==> src/rtl/score_tally_if.sv <==
`timescale 1ns/1ps
// score_tally_if: bundles the score_tally game inputs and statistic outputs.
//   master : the drivers of keycode/hit_vec/miss_vec, which also read the statistics
//   slave  : score_tally itself
//   keycode    8        primary USB keycode
//   hit_vec    N_DROPS  level hit flag per dropper
//   miss_vec   N_DROPS  level miss flag per dropper
//   score      14       binary score
//   score_bcd  16       4-digit BCD of score
//   combo, max_combo, hit_count, miss_count  10 each
//   playing, finished   1 each
interface score_tally_if #(
  parameter int N_DROPS = 64
);
  logic [7:0]         keycode;
  logic [N_DROPS-1:0] hit_vec;
  logic [N_DROPS-1:0] miss_vec;
  logic [13:0]        score;
  logic [15:0]        score_bcd;
  logic [9:0]         combo;
  logic [9:0]         max_combo;
  logic [9:0]         hit_count;
  logic [9:0]         miss_count;
  logic               playing;
  logic               finished;

  modport master (
    output keycode, hit_vec, miss_vec,
    input  score, score_bcd, combo, max_combo, hit_count, miss_count, playing, finished
  );

  modport slave (
    input  keycode, hit_vec, miss_vec,
    output score, score_bcd, combo, max_combo, hit_count, miss_count, playing, finished
  );
endinterface

==> src/rtl/score_tally.sv <==
`timescale 1ns/1ps
// score_tally: turns per-dropper hit/miss level flags into game statistics
// (score, combo, max combo, hit and miss counts) and runs the
// Halted -> Play -> End game flow driven by the keyboard.
// Ports:
//   frame_clk  in   frame-rate clock shared with the droppers
//   Reset      in   synchronous, active-high reset
//   bus        slave modport of score_tally_if (keycode, hit_vec, miss_vec in;
//              score, score_bcd, combo, max_combo, hit_count, miss_count,
//              playing, finished out)
module score_tally #(
  parameter int N_DROPS     = 64,
  parameter int SONG_FRAMES = 3600,
  parameter int SCORE_MAX   = 9999,
  parameter int COMBO_MAX   = 1023
) (
  input  logic          frame_clk,
  input  logic          Reset,
  score_tally_if.slave  bus
);

  localparam int CNT_W   = $clog2(N_DROPS + 1);
  localparam int FRAME_W = (SONG_FRAMES > 1) ? $clog2(SONG_FRAMES) : 1;

  localparam logic [7:0]         KEY_START   = 8'h2C;
  localparam logic [7:0]         KEY_RESTART = 8'h01;
  localparam logic [13:0]        SCORE_MAX_V = 14'(SCORE_MAX);
  localparam logic [9:0]         COMBO_MAX_V = 10'(COMBO_MAX);
  localparam logic [FRAME_W-1:0] LAST_FRAME  = FRAME_W'(SONG_FRAMES - 1);

  typedef enum logic [1:0] {
    ST_HALTED = 2'd0,
    ST_PLAY   = 2'd1,
    ST_END    = 2'd2
  } state_t;

  // Number of set bits in a flag vector.
  function automatic logic [CNT_W-1:0] popcount(input logic [N_DROPS-1:0] v);
    logic [CNT_W-1:0] c;
    c = '0;
    for (int i = 0; i < N_DROPS; i++) begin
      c = c + CNT_W'(v[i]);
    end
    return c;
  endfunction

  // Score add with saturation; 16-bit sum cannot wrap before the clamp.
  function automatic logic [13:0] sat_score(input logic [13:0] a, input logic [CNT_W-1:0] b);
    logic [15:0] s;
    s = {2'b00, a} + 16'(b);
    if (s > 16'(SCORE_MAX)) begin
      return SCORE_MAX_V;
    end else begin
      return s[13:0];
    end
  endfunction

  // 10-bit counter add with saturation at COMBO_MAX.
  function automatic logic [9:0] sat_cnt(input logic [9:0] a, input logic [CNT_W-1:0] b);
    logic [15:0] s;
    s = {6'b000000, a} + 16'(b);
    if (s > 16'(COMBO_MAX)) begin
      return COMBO_MAX_V;
    end else begin
      return s[9:0];
    end
  endfunction

  // Double-dabble conversion of the 14-bit score into four BCD digits.
  function automatic logic [15:0] to_bcd(input logic [13:0] bin);
    logic [29:0] sh;
    sh = {16'h0000, bin};
    for (int i = 0; i < 14; i++) begin
      for (int d = 0; d < 4; d++) begin
        if (sh[14 + 4*d +: 4] >= 4'd5) begin
          sh[14 + 4*d +: 4] = sh[14 + 4*d +: 4] + 4'd3;
        end else begin
          sh[14 + 4*d +: 4] = sh[14 + 4*d +: 4];
        end
      end
      sh = sh << 1;
    end
    return sh[29:14];
  endfunction

  state_t             state_q, state_d;
  logic [FRAME_W-1:0] frame_q, frame_d;
  logic [13:0]        score_q, score_d;
  logic [9:0]         combo_q, combo_d;
  logic [9:0]         max_combo_q, max_combo_d;
  logic [9:0]         hit_count_q, hit_count_d;
  logic [9:0]         miss_count_q, miss_count_d;
  logic [N_DROPS-1:0] hit_prev_q, hit_prev_d;
  logic [N_DROPS-1:0] miss_prev_q, miss_prev_d;
  logic               playing_q, playing_d;
  logic               finished_q, finished_d;

  logic [CNT_W-1:0]   h_s;
  logic [CNT_W-1:0]   m_s;
  logic [9:0]         combo_next_s;

  // Next-state and statistics update for the game flow.
  always_comb begin
    state_d      = state_q;
    frame_d      = frame_q;
    score_d      = score_q;
    combo_d      = combo_q;
    max_combo_d  = max_combo_q;
    hit_count_d  = hit_count_q;
    miss_count_d = miss_count_q;
    // prev registers track in every state so flags already high on entry to Play never count
    hit_prev_d   = bus.hit_vec;
    miss_prev_d  = bus.miss_vec;

    h_s = popcount(bus.hit_vec & ~hit_prev_q);
    m_s = popcount(bus.miss_vec & ~miss_prev_q);

    // a miss in the frame breaks the combo even if hits landed alongside it
    if (m_s != '0) begin
      combo_next_s = 10'd0;
    end else begin
      combo_next_s = sat_cnt(combo_q, h_s);
    end

    case (state_q)
      ST_HALTED: begin
        frame_d      = '0;
        score_d      = 14'd0;
        combo_d      = 10'd0;
        max_combo_d  = 10'd0;
        hit_count_d  = 10'd0;
        miss_count_d = 10'd0;
        if (bus.keycode == KEY_START) begin
          state_d = ST_PLAY;
        end else begin
          state_d = ST_HALTED;
        end
      end
      ST_PLAY: begin
        score_d      = sat_score(score_q, h_s);
        hit_count_d  = sat_cnt(hit_count_q, h_s);
        miss_count_d = sat_cnt(miss_count_q, m_s);
        combo_d      = combo_next_s;
        if (combo_next_s > max_combo_q) begin
          max_combo_d = combo_next_s;
        end else begin
          max_combo_d = max_combo_q;
        end
        if (frame_q == LAST_FRAME) begin
          state_d = ST_END;
        end else begin
          frame_d = frame_q + FRAME_W'(1);
        end
      end
      ST_END: begin
        // statistics clear on the same edge that leaves End
        if (bus.keycode == KEY_RESTART) begin
          state_d      = ST_HALTED;
          frame_d      = '0;
          score_d      = 14'd0;
          combo_d      = 10'd0;
          max_combo_d  = 10'd0;
          hit_count_d  = 10'd0;
          miss_count_d = 10'd0;
        end else begin
          state_d = ST_END;
        end
      end
      default: begin
        state_d      = ST_HALTED;
        frame_d      = '0;
        score_d      = 14'd0;
        combo_d      = 10'd0;
        max_combo_d  = 10'd0;
        hit_count_d  = 10'd0;
        miss_count_d = 10'd0;
      end
    endcase

    playing_d  = (state_d == ST_PLAY);
    finished_d = (state_d == ST_END);
  end

  // State, statistics and flag registers with synchronous reset.
  always_ff @(posedge frame_clk) begin
    if (Reset) begin
      state_q      <= ST_HALTED;
      frame_q      <= '0;
      score_q      <= 14'd0;
      combo_q      <= 10'd0;
      max_combo_q  <= 10'd0;
      hit_count_q  <= 10'd0;
      miss_count_q <= 10'd0;
      hit_prev_q   <= '0;
      miss_prev_q  <= '0;
      playing_q    <= 1'b0;
      finished_q   <= 1'b0;
    end else begin
      state_q      <= state_d;
      frame_q      <= frame_d;
      score_q      <= score_d;
      combo_q      <= combo_d;
      max_combo_q  <= max_combo_d;
      hit_count_q  <= hit_count_d;
      miss_count_q <= miss_count_d;
      hit_prev_q   <= hit_prev_d;
      miss_prev_q  <= miss_prev_d;
      playing_q    <= playing_d;
      finished_q   <= finished_d;
    end
  end

  assign bus.score      = score_q;
  assign bus.score_bcd  = to_bcd(score_q);
  assign bus.combo      = combo_q;
  assign bus.max_combo  = max_combo_q;
  assign bus.hit_count  = hit_count_q;
  assign bus.miss_count = miss_count_q;
  assign bus.playing    = playing_q;
  assign bus.finished   = finished_q;

endmodule

==> src/flat_wrapper.sv <==
// flat-port wrapper written by rule: the top's interface ports become plain ports
module score_tally_flat 
#(
  parameter int N_DROPS     = 64,
  parameter int SONG_FRAMES = 3600,
  parameter int SCORE_MAX   = 9999,
  parameter int COMBO_MAX   = 1023
)
  (frame_clk, Reset, bus_keycode, bus_hit_vec, bus_miss_vec, bus_score, bus_score_bcd, bus_combo, bus_max_combo, bus_hit_count, bus_miss_count, bus_playing, bus_finished);
  score_tally_if #(.N_DROPS(N_DROPS)) bus_i ();
  input  logic frame_clk;
  input  logic Reset;
  input wire logic [$bits(bus_i.keycode)-1:0] bus_keycode;
  input wire logic [$bits(bus_i.hit_vec)-1:0] bus_hit_vec;
  input wire logic [$bits(bus_i.miss_vec)-1:0] bus_miss_vec;
  output wire logic [$bits(bus_i.score)-1:0] bus_score;
  output wire logic [$bits(bus_i.score_bcd)-1:0] bus_score_bcd;
  output wire logic [$bits(bus_i.combo)-1:0] bus_combo;
  output wire logic [$bits(bus_i.max_combo)-1:0] bus_max_combo;
  output wire logic [$bits(bus_i.hit_count)-1:0] bus_hit_count;
  output wire logic [$bits(bus_i.miss_count)-1:0] bus_miss_count;
  output wire logic [$bits(bus_i.playing)-1:0] bus_playing;
  output wire logic [$bits(bus_i.finished)-1:0] bus_finished;
  assign bus_i.keycode = bus_keycode;
  assign bus_i.hit_vec = bus_hit_vec;
  assign bus_i.miss_vec = bus_miss_vec;
  assign bus_score = bus_i.score;
  assign bus_score_bcd = bus_i.score_bcd;
  assign bus_combo = bus_i.combo;
  assign bus_max_combo = bus_i.max_combo;
  assign bus_hit_count = bus_i.hit_count;
  assign bus_miss_count = bus_i.miss_count;
  assign bus_playing = bus_i.playing;
  assign bus_finished = bus_i.finished;
  score_tally #(.N_DROPS(N_DROPS), .SONG_FRAMES(SONG_FRAMES), .SCORE_MAX(SCORE_MAX), .COMBO_MAX(COMBO_MAX)) u_core (.frame_clk(frame_clk), .Reset(Reset), .bus(bus_i));
endmodule
==> config.mk <==
export PLATFORM = sky130hd
export DESIGN_NAME = score_tally_flat
export DESIGN_NICKNAME = d
export VERILOG_FILES = /design/src/rtl/score_tally_if.sv /design/src/rtl/score_tally.sv /design/src/flat_wrapper.sv
export SDC_FILE = /design/constraint.sdc
export NUM_CORES = 1
export LEC_CHECK = 0
export BUFFER_PORTS_ARGS = -buffer_cell sky130_fd_sc_hd__buf_2
export CORE_ASPECT_RATIO = 0.75
export CORE_MARGIN = 1.5
export CORE_UTILIZATION = 30
export DETAILED_ROUTE_END_ITERATION = 7
export HOLD_SLACK_MARGIN = 0.12
export MAX_ROUTING_LAYER = met4
export PLACE_DENSITY_LB_ADDON = 0.05
export SLEW_MARGIN = 10
export SYNTH_ARGS = -nofsm -noshare
export SYNTH_HDL_FRONTEND = slang
export SYNTH_SLANG_ARGS = --single-unit
export TNS_END_PERCENT = 50
==> constraint.sdc <==
create_clock -name frame_clk -period 16.7 [get_ports frame_clk]
set_clock_uncertainty 0.2 [all_clocks]
set_input_delay 0.835 -clock frame_clk [delete_from_list [all_inputs] [get_ports frame_clk]]
set_output_delay 0.835 -clock frame_clk [all_outputs]
set_load 0.05 [all_outputs]
==> implementation parameters <==
Parameter                              Value

Status
  Status ... completed

Detailed routing
  Detailed Route WL ... about 41 mm
  DR WL/cell ... ~15 um
  Number of DRC violations after detailed-routing iteration 0 ... between 600 and 700
  Length of the first detailed-routing pass in iterations ... 5
  Antenna Nets Post-Route ... 0
  Post-DR vias/cell ... between 4 and 5
  Post-route DRC violation count ... 0
  Total via count after detailed routing ... between 10k and 15k

Worst setup path
  R2R depth ... 43
  Critical setup path kind ... flip-flop to output port
  Required @ worst endpoint ... ~16 ns
  Worst setup EP type ... output port
  Cell at the slowest stage of the critical path ... sky130_fd_sc_hd__dfxtp_1
  Critical path startpoint category ... flip-flop
  Capturing point of the worst reg2reg path ... u_core.bus.max_combo[2]$_SDFFE_PP0P_
  Critical Path Start ... u_core.bus.score[11]$_SDFFE_PP0P_
  CP peak stage delay ... between 0.7 and 0.8 ns
  Critical Path Fanout Max ... 17
  Beginning of the worst register-to-register path ... u_core.hit_prev_q[0]$_SDFF_PP0_
  Worst reg-to-reg setup slack ... 5.76 ns
  Arrival time of the worst setup path ... approximately 13 ns
  Most frequent cell on the critical path ... sky130_fd_sc_hd__ha_1
  Critical path destination ... bus_score_bcd[14]

Finish
  Fraction of layout cells with a size suffix above 1 ... 17.19%
  Most frequent standard cell in the layout excluding fill and tap cells ... sky130_fd_sc_hd__buf_2
  Layout fillers ... approximately 5.4k
  Layout Area Growth over Synthesis ... 15.31%
  Leading cell types in the layout, fill and taps excluded ... sky130_fd_sc_hd__buf_2, sky130_fd_sc_hd__dfxtp_1, sky130_fd_sc_hd__nor2b_1, sky130_fd_sc_hd__inv_1, sky130_fd_sc_hd__nor2_1
  Number of nets in the finished design ... approximately 2.3k

Floorplan
  DIE WIDTH ... 267.9 um
  Starting utilization of the core area ... between 30% and 40%
  Number of rows in the core area ... 72
  Placeable core region ... roughly 52000 um^2
  Top-Level Pins ... 210
  Overall die area ... about 54000 um^2
  Vertical die dimension ... around 200 um

STA
  RSZ-0062 raised after global routing ... false
  Number of slew-limit violations in the final report ... 0
  Maximum frequency from static timing analysis ... 71.53 MHz
  Setup tns final ... 0 ns
  Period utilisation layout ... 83.71%
  Final hold violation count ... 0
  Max_slew headroom ... around 45%
  Endpoints failing setup ... 0
  Post-route minimum period ... roughly 14 ns
  Worst slew pin tran ... slightly above 0.8 ns

Global route
  Largest net degree at the start of global routing ... 69
  Number of antenna violations at the first check in global routing ... 14
  Overflow left after global routing ... 0
  GRT Resource Usage Total ... around 16%
  Wire length of the first global-routing pass ... roughly 67 mm
  Vias in the first global route ... about 13k

Clock network
  Clock-pin slew reported for the worst setup and hold paths after clock tree synthesis ... 0.08 ns
  Clock Root Buffer ... sky130_fd_sc_hd__clkbuf_16
  Post-cts resize count ... 0
  CTS Hold Buffers Added ... 0
  Number of buffers on the longest clock path ... 2
  Clock tree from TritonCTS ... built
  TritonCTS sink count ... slightly below 200
  Number of buffers added for setup after CTS ... 0
  Clock buffer count from CTS ... 17
  CTS H-tree lvls ... 4
  Clock latency on the worst-skew pair ... ~0.49 ns

Logic synthesis
  Post-Syn Instances ... between 1.5k and 2k
  Unique masters post-synth ... 120
  Number of warnings reported in the yosys synthesis log ... 0
  Dominant synthesized flop cell ... sky130_fd_sc_hd__dfxtp_1
  Cell area after synthesis ... 15790 um^2
  Net count after synthesis ... between 2k and 2.5k
  Share of synthesized flip-flops with an asynchronous set or reset ... 0%
  Synthesized flop and latch total ... ~200
  Avg Inst Size Synth ... between 8 and 9 um^2
  Number of enable-type register cells in the synthesized netlist ... 0
  Sequential-to-total area share from yosys stat ... 25.11%

Flow run
  Total of max-cap violations ... 0

Min path
  Type of the tightest min-delay check ... flip-flop to flip-flop

Place
  Post-detailed-placement half-perimeter wirelength ... about 32 mm
  Port bufs ... around 210
  Last weighted congestion value of the routability-driven placer ... between 0.8 and 0.9
## Yosys cell counts, types with 33 or more instances
cell type / count / area share, %
sky130_fd_sc_hd__a21oi_1: 103 / 3.3
sky130_fd_sc_hd__fa_1: 112 / 14
sky130_fd_sc_hd__dfxtp_1: 198 / 25
sky130_fd_sc_hd__ha_1: 97 / 7.7
sky130_fd_sc_hd__nor3_1: 33 / 1.0
sky130_fd_sc_hd__nor2b_1: 183 / 7.3
sky130_fd_sc_hd__nor2_1: 127 / 3.0
sky130_fd_sc_hd__o21ai_0: 72 / 2.3
sky130_fd_sc_hd__xnor2_1: 38 / 2.1
sky130_fd_sc_hd__clkbuf_1: 52 / 1.2
sky130_fd_sc_hd__nand2_1: 80 / 1.9
sky130_fd_sc_hd__nand2b_1: 109 / 4.3
sky130_fd_sc_hd__inv_1: 169 / 4.0
## flip-flops by register name, indices dropped and copies added (netlist names)
name	cells
u_core.hit_prev_q	64
u_core.bus.finished	1
u_core.bus.combo	10
u_core.bus.playing	1
u_core.bus.hit_count	10
u_core.bus.max_combo	10
u_core.bus.score	14
u_core.bus.miss_count	10
u_core.frame_q	12
u_core.miss_prev_q	64
u_core.state_q	2
## per-layer routing
metal	vias to the layer above	GRT usage, %	part of all wire, %	wire, um
met5	-	-	0	0
met4	0	4.116	1.5	610
met3	33	4.247	4.9	2037
met2	203	22.94	42	17520
met1	5992	22.75	51	21140
li1	6520	-	-	-
## metrics by stage
step / util (%) / cells / setup WS [ns] / instance area, um^2 / hold slack [ns]
2_1_floorplan: - / 1799 / 4.549 / 15790 / 0.2493
3_3_place_gp: 33.83 / 2655 / 3.659 / 17520 / 0.2600
3_5_place_dp: 33.83 / 2655 / 3.296 / 17520 / 0.2676
4_1_cts: 35.07 / 2687 / 2.723 / 18170 / 0.2807
5_1_grt: 35.14 / 2701 / 1.404 / 18200 / 0.3004
6_report: 35.14 / 2701 / 2.720 / 18200 / 0.2788
## critical path: cells and delay by family (launching register included)
kind / cells / cell delay (ns)
buf+inv: 8 / 1.10
xor+xnor: 4 / 0.99
simple gates: 16 / 2.46
mux: 2 / 0.54
flops: 1 / 0.79
fa+ha+maj: 10 / 2.92
compound gates: 15 / 3.66
## worst min path at each step
stage | start | to | slack, ns | cells after the start
after global placement | u_core.bus.hit_count[0]$_SDFFE_PP0P_ | u_core.bus.hit_count[0]$_SDFFE_PP0P_ | 0.26 | 2
after detailed placement | u_core.bus.hit_count[0]$_SDFFE_PP0P_ | u_core.bus.hit_count[0]$_SDFFE_PP0P_ | 0.27 | 2
final | u_core.bus.hit_count[6]$_SDFFE_PP0P_ | u_core.bus.hit_count[6]$_SDFFE_PP0P_ | 0.28 | 2
after floorplan | u_core.frame_q[1]$_SDFFE_PP0P_ | u_core.frame_q[1]$_SDFFE_PP0P_ | 0.25 | 2
after CTS | u_core.bus.hit_count[0]$_SDFFE_PP0P_ | u_core.bus.hit_count[0]$_SDFFE_PP0P_ | 0.28 | 2
after global routing | u_core.bus.hit_count[3]$_SDFFE_PP0P_ | u_core.bus.hit_count[3]$_SDFFE_PP0P_ | 0.30 | 2
## cells by family after synthesis
logic type / share of synthesized area [%]
mux: 1.657
simple gates: 22.87
xor+xnor: 3.804
buf+inv: 6.008
fa+ha+maj: 21.96
flops: 25.11
compound gates: 18.59
## area by class of cell
| cell class | instances | area, um^2 | area share [%] |
|---|---|---|---|
| antenna | 14 | 35.03 | 0.1925 |
| clock buffer | 18 | 439.2 | 2.413 |
| clock inverter | 14 | 203.9 | 1.120 |
| inverter | 176 | 660.6 | 3.629 |
| multi-input combinational | 1359 | 10890 | 59.84 |
| sequential | 198 | 3964 | 21.78 |
| tap | 703 | 879.6 | 4.832 |
| timing repair buffer | 219 | 1127 | 6.193 |
Power is not shown: default switching activity piles up to over one toggle a cycle in this logic, so the estimate is an artifact.
